[src/rtl/gpu_ram_pkg.sv]
// rtl/gpu_ram_pkg.sv - shared constants and helpers for the GPU RAM host port
package gpu_ram_pkg;

    localparam int GPU_ADDR_W    = 20;
    localparam int HOST_DATA_W   = 8;
    localparam int DEF_ADDR_SIZE = 14;
    localparam int DEF_RAM_LAT   = 2;

    localparam logic [HOST_DATA_W-1:0] OOR_READ_DATA = 8'hFF;

    // Width of a requester index; a single requester still gets one bit
    function automatic int idx_bits(input int n);
        return (n > 1) ? $clog2(n) : 1;
    endfunction

endpackage

[src/rtl/gpu_rr_select.sv]
// rtl/gpu_rr_select.sv - combinational round-robin winner picker
module gpu_rr_select
    import gpu_ram_pkg::*;
#(
    parameter int NUM_REQ = 4,
    parameter int IDX_W   = idx_bits(NUM_REQ)
) (
    input  logic [NUM_REQ-1:0] eligible,
    input  logic [IDX_W-1:0]   last_grant,
    output logic [IDX_W-1:0]   winner,
    output logic               found
);

    // Scan from the requester after the last grant, wrapping, and take the first eligible one
    always_comb begin
        int          idx;
        logic [IDX_W-1:0] pos;
        winner = '0;
        found  = 1'b0;
        idx    = 0;
        pos    = '0;
        for (int i = 1; i <= NUM_REQ; i++) begin
            idx = (int'(last_grant) + i) % NUM_REQ;
            pos = IDX_W'(idx);
            if (!found && eligible[pos]) begin
                found  = 1'b1;
                winner = pos;
            end
        end
    end

endmodule

[src/rtl/gpu_host_port_arbiter.sv]
// rtl/gpu_host_port_arbiter.sv - round-robin arbiter sharing GPU RAM port B among host requesters
module gpu_host_port_arbiter
    import gpu_ram_pkg::*;
#(
    parameter int NUM_REQ   = 4,
    parameter int ADDR_SIZE = DEF_ADDR_SIZE,
    parameter int RAM_LAT   = DEF_RAM_LAT
) (
    input  logic                            clk,
    input  logic                            reset_n,
    input  logic [NUM_REQ-1:0]              req,
    input  logic [NUM_REQ-1:0]              req_wr,
    input  logic [NUM_REQ*GPU_ADDR_W-1:0]   req_addr,
    input  logic [NUM_REQ*HOST_DATA_W-1:0]  req_wdata,
    output logic [NUM_REQ-1:0]              ack,
    output logic [NUM_REQ-1:0]              rd_valid,
    output logic [HOST_DATA_W-1:0]          rd_data,
    output logic [GPU_ADDR_W-1:0]           ram_addr,
    output logic                            ram_wr_en,
    output logic [HOST_DATA_W-1:0]          ram_wdata,
    input  logic [HOST_DATA_W-1:0]          ram_rdata,
    output logic                            oor_pulse
);

    localparam int IDX_W = idx_bits(NUM_REQ);
    localparam int LAST  = RAM_LAT - 1;

    logic [NUM_REQ-1:0]     eligible;
    logic [IDX_W-1:0]       last_grant;
    logic [IDX_W-1:0]       win_id;
    logic                   win_found;

    logic [GPU_ADDR_W-1:0]  sel_addr;
    logic                   sel_wr;
    logic [HOST_DATA_W-1:0] sel_wdata;
    logic                   sel_oor;

    // Attributes of the access presented to the RAM this cycle
    logic [IDX_W-1:0]       gnt_id;
    logic                   gnt_rd;
    logic                   gnt_oor;

    // Read-return tracking: stage k describes the read acked k+1 cycles ago
    logic                   pipe_vld [RAM_LAT];
    logic [IDX_W-1:0]       pipe_id  [RAM_LAT];
    logic                   pipe_oor [RAM_LAT];

    // A requester seeing its ack this cycle is still holding req, so it sits this round out
    assign eligible = req & ~ack;

    gpu_rr_select #(
        .NUM_REQ (NUM_REQ),
        .IDX_W   (IDX_W)
    ) u_rr_select (
        .eligible   (eligible),
        .last_grant (last_grant),
        .winner     (win_id),
        .found      (win_found)
    );

    // Route the winner's command fields and flag addresses beyond the implemented RAM
    always_comb begin
        sel_addr  = req_addr[int'(win_id)*GPU_ADDR_W +: GPU_ADDR_W];
        sel_wdata = req_wdata[int'(win_id)*HOST_DATA_W +: HOST_DATA_W];
        sel_wr    = req_wr[win_id];
        sel_oor   = (sel_addr >> ADDR_SIZE) != '0;
    end

    // Register the grant: drive port B, pulse ack, advance round-robin pointer
    always_ff @(posedge clk or negedge reset_n) begin
        if (!reset_n) begin
            ack        <= '0;
            ram_wr_en  <= 1'b0;
            oor_pulse  <= 1'b0;
            ram_addr   <= '0;
            ram_wdata  <= '0;
            last_grant <= IDX_W'(NUM_REQ - 1);
            gnt_id     <= '0;
            gnt_rd     <= 1'b0;
            gnt_oor    <= 1'b0;
        end else begin
            ack       <= win_found ? (NUM_REQ'(1) << win_id) : '0;
            ram_wr_en <= win_found & sel_wr & ~sel_oor;
            oor_pulse <= win_found & sel_oor;
            gnt_rd    <= win_found & ~sel_wr;
            gnt_id    <= win_id;
            gnt_oor   <= sel_oor;
            if (win_found) begin
                ram_addr   <= sel_addr;
                ram_wdata  <= sel_wdata;
                last_grant <= win_id;
            end
        end
    end

    // Shift read ownership along until the RAM data is due
    always_ff @(posedge clk or negedge reset_n) begin
        if (!reset_n) begin
            for (int k = 0; k < RAM_LAT; k++) begin
                pipe_vld[k] <= 1'b0;
                pipe_id[k]  <= '0;
                pipe_oor[k] <= 1'b0;
            end
        end else begin
            pipe_vld[0] <= gnt_rd;
            pipe_id[0]  <= gnt_id;
            pipe_oor[0] <= gnt_oor;
            for (int k = 1; k < RAM_LAT; k++) begin
                pipe_vld[k] <= pipe_vld[k-1];
                pipe_id[k]  <= pipe_id[k-1];
                pipe_oor[k] <= pipe_oor[k-1];
            end
        end
    end

    // Capture the returning byte and pulse rd_valid to its owner
    always_ff @(posedge clk or negedge reset_n) begin
        if (!reset_n) begin
            rd_valid <= '0;
            rd_data  <= '0;
        end else begin
            rd_valid <= pipe_vld[LAST] ? (NUM_REQ'(1) << pipe_id[LAST]) : '0;
            if (pipe_vld[LAST]) begin
                rd_data <= pipe_oor[LAST] ? OOR_READ_DATA : ram_rdata;
            end
        end
    end

endmodule
[config.mk]
export PLATFORM = sky130hd
export DESIGN_NAME = gpu_host_port_arbiter
export DESIGN_NICKNAME = d
export VERILOG_FILES = /design/src/rtl/gpu_ram_pkg.sv /design/src/rtl/gpu_rr_select.sv /design/src/rtl/gpu_host_port_arbiter.sv
export SDC_FILE = /design/constraint.sdc
export NUM_CORES = 1
export LEC_CHECK = 0
export CORE_ASPECT_RATIO = 1.5
export CORE_MARGIN = 4
export CORE_UTILIZATION = 39
export CTS_CLUSTER_SIZE = 40
export DETAILED_ROUTE_END_ITERATION = 8
export GPL_TIMING_DRIVEN = 0
export PLACE_DENSITY = 0.79
export SYNTH_ARGS = -nofsm -noshare
export SYNTH_HDL_FRONTEND = slang
export SYNTH_SLANG_ARGS = --single-unit
[constraint.sdc]
create_clock -name clk -period 2.8 [get_ports clk]
set_clock_uncertainty 0.2 [all_clocks]
set_input_delay 0.56 -clock clk [delete_from_list [all_inputs] [get_ports clk]]
set_output_delay 0.56 -clock clk [all_outputs]
set_load 0.005 [all_outputs]
==> results.sh <==
export IMPL_synth_cells=313
export IMPL_yosys_area_top_type_share=0.456
export IMPL_track_usage=0.224
export IMPL_setup_viol_count_final=0
export IMPL_clk_root_buffer_cell="clkbuf_16"
export IMPL_area_growth_synth_to_final_pct=71.9
export IMPL_cts_made_buffers=9
export IMPL_clk_latency_ps=320
export IMPL_max_cap_viol_count=0
export IMPL_worst_setup_path_end_kind="flop"
export IMPL_r2r_setup_slack_ps=200
export IMPL_cp_slowest_cell="clkdlybuf4s50_1"
export IMPL_synth_top_cell_by_area="dfrtp_1"
export IMPL_ant_nets=0
export IMPL_initial_core_util=0.398
export IMPL_grt_pass1_vias=3342
export IMPL_ys_ff_latch=60
export IMPL_synth_edf_count=0
export IMPL_finalCriticalPeriod_ps=2710
export IMPL_die_area_mm2=0.00970
export IMPL_min_path_type="primary input to async pin"
export IMPL_synth_distinct_cells=49
export IMPL_ir_drop_uv=478
export IMPL_critPathTopFamily="buffers and inverters"
export IMPL_cts_tree="done"
export IMPL_first_iter_violations=136
export IMPL_final_period_utilization=0.969
export IMPL_rows=40
export IMPL_tightest_slew_ps=784
export IMPL_crit_path_cell_trace="clkdlybuf4s50_1 -> nand3b_2 -> or3b_1 -> buf_6 -> nand3_4 -> inv_2 -> buf_6 -> o211ai_1 -> a222oi_1 -> buf_4 -> and4_1"
export IMPL_slew_headroom=0.476
export IMPL_wl_per_cell_um=17.3
export IMPL_drt_pass1_iterations=4
export IMPL_ios=176
export IMPL_numPortBuffers=175
export IMPL_crit_fanout=10
export IMPL_synth_area_mm2=0.00318
export IMPL_grt_first_pass_wirelength_mm=16.5
export IMPL_grt_antenna_before_repair=0
export IMPL_cts_sinks=60
export IMPL_async_reset_ff_frac=1.00
export IMPL_crit_required_ps=2810
export IMPL_gp_congestion=0.821
export IMPL_worstSetupPathType="primary input to flop"
export IMPL_core_area_mm2=0.00801
export IMPL_fp_dieH_um=119
export IMPL_synth_area_leaders="dfrtp_1, mux2i_1, nand2_1"
export IMPL_die_x_um=81.8
export IMPL_fmaxAchievable_mhz=369
export IMPL_timing_setup_tns_ps=0
export IMPL_drive_gt1_frac=0.123
export IMPL_fin_nets=638
export IMPL_hold_violations=0
export IMPL_cpPeakStageDelay_ps=460
export IMPL_status="completed"
export IMPL_p_leak_nw=2.32
export IMPL_fin_ws_ps=86.5
export IMPL_place_hpwl_mm=8.19
export IMPL_dp_slack_ps=-544
export IMPL_crit_arrival_ps=2720
export IMPL_wirelength_mm=10.7
export IMPL_seq_area_frac_synth=0.472
export IMPL_grt_max_degree=37
export IMPL_reg2reg_to="ram_wr_en$_DFF_PN0_"
export IMPL_yosysWarnings=0
export IMPL_vias_per_cell=5.07
export IMPL_rr_worst_depth=11
export IMPL_drc_errors=0
export IMPL_clock_path_buffers=2
export IMPL_synth_flop_cell="dfrtp_1"
export IMPL_worst_path_buf_inv=5
export IMPL_antenna_cells=0
export IMPL_critPathMostFrequentCell="buf_6"
export IMPL_power_density_mw_per_mm2=984
export IMPL_timing_rr_start="last_grant[1]$_DFFE_PN1P_"
export IMPL_clk_pin_slew_ps=50
export IMPL_grt_overflow=0
export IMPL_cp_start_kind="primary input"
export IMPL_cts_max_level=3
export IMPL_syn_num_nets=443
export IMPL_synth_avg_cell_area_um2=10.2
export IMPL_final_max_slew_viol_count=0
export IMPL_vias=3136
[worst register-to-register path: cells and delay by family (launching register included)]
| family | cells | cell delay [ps] |
|---|---|---|
| flip-flops | 1 | 520 |
| AO/OA/AOI/OAI | 2 | 440 |
| AND/OR/NAND/NOR | 4 | 660 |
| buffers and inverters | 5 | 720 |
[cells in the mapped netlist, types with 2 or more instances]
library cell and count:
nor3b_1 2, mux2_2 2, clkbuf_1 6, o21ai_0 7, dfstp_2 2, buf_6 6
inv_1 5, nand4_1 6, or3b_1 2, o311ai_1 2, mux2i_1 36, a221oi_1 9
o211ai_1 3, o22a_1 9, o31a_1 2, nor2_1 35, a211oi_1 14, o21ai_1 2
nor4_1 3, and3_1 14, nor3_1 5, nand2_1 42, buf_2 5, nand2b_1 4
buf_4 3, a31oi_1 3, clkbuf_2 3, a21oi_1 3, dfrtp_1 58
[how the worst max path moves through the flow]
stage,from,endpoint,depth (start not counted)
after floorplan,req[1],ram_wr_en$_DFF_PN0_,8
after global placement,reset_n,ram_addr[9]$_DFFE_PN0P_,1
after detailed placement,req[0],ram_addr[6]$_DFFE_PN0P_,7
after CTS,req[1],ram_addr[3]$_DFFE_PN0P_,10
after global routing,req[3],ram_wr_en$_DFF_PN0_,10
final,req[3],ram_wr_en$_DFF_PN0_,11
[cells in the final DEF, fill, tap and decap left out, drive strengths merged, types with 5 or more instances in the layout]
cell type      synthesis  layout
nand2b                 5       5
clkbuf                 9      21
nand4                  6       6
o22a                   9       9
mux2i                 36      36
clkdlybuf4s50          0     172
a211oi                15      15
a221oi                11      11
inv                    6       6
buf                   15      23
nor2                  35      35
nand2                 42      42
dfrtp                 58      58
o21ai                 10      10
and3                  14      14
nor3                   5       5
[power breakdown]
group	internal [W]	leakage (nW)	switching, W
logic	0.00155	1.52	0.00140
clock network	0.000595	0.124	0.000387
registers	0.00125	0.677	0.000203
total	0.00340	2.32	0.00199
[routing by layer]
layer | wire, um | part of all wire | up-vias | global-route usage
met1 | 3940 | 0.37 | 1468 | 0.253
met4 | 245 | 0.023 | 0 | 0.0915
met5 | 0 | 0 | - | 0
met2 | 5770 | 0.54 | 121 | 0.391
met3 | 759 | 0.071 | 18 | 0.0534
li1 | - | - | 1529 | -
[sequential cells by signal, summed over array words and instances, names as in the netlist, 2 cells and up]
| register | cells |
|---|---|
| last_grant | 2 |
| ram_wdata | 8 |
| pipe_vld | 2 |
| rd_data | 8 |
| pipe_id | 4 |
| rd_valid | 4 |
| ram_addr | 20 |
| gnt_id | 2 |
| ack | 4 |
| pipe_oor | 2 |
[stage by stage]
| step | hold slack [ps] | utilization | instances | area (um2) | power (W) |
|---|---|---|---|---|---|
| 4_1_cts | 52.0 | 0.671 | 611 | 5370 | 0.00529 |
| 5_1_grt | 97.3 | 0.683 | 618 | 5470 | 0.00575 |
| 2_1_floorplan | 64.4 | - | 313 | 3180 | 0.00302 |
| 3_5_place_dp | 136 | 0.635 | 594 | 5080 | 0.00425 |
| 3_3_place_gp | 133 | 0.633 | 593 | 5070 | 0.00419 |
| 6_report | 45.7 | 0.683 | 618 | 5470 | 0.00538 |
[layout make-up]
class / instances / area (um2)
fill: 664 / 2530
timing repair buffer: 184 / 1830
multi-input combinational: 222 / 1540
sequential: 60 / 1500
clock buffer: 10 / 229
buffer: 24 / 166
tap: 105 / 131
clock inverter: 6 / 41.3
inverter: 7 / 27.5
[cell families (layout without fill, tap and decap cells)]
| family | after synthesis | in the layout | share of synthesized area |
|---|---|---|---|
| AND/OR/NAND/NOR | 119 | 119 | 0.184 |
| buffers and inverters | 31 | 231 | 0.0578 |
| AO/OA/AOI/OAI | 65 | 65 | 0.165 |
| multiplexers | 38 | 38 | 0.120 |
| flip-flops | 60 | 60 | 0.472 |
[what timing repair did]
item,in CTS,in global routing
setup buffers,1,7
setup endpoints to repair,11,24
hold buffers,0,0
pin swaps,1,5
resized for setup,1,15
endpoints found under the hold margin,0,0
Note: power is estimated with default switching activity, not from simulation.
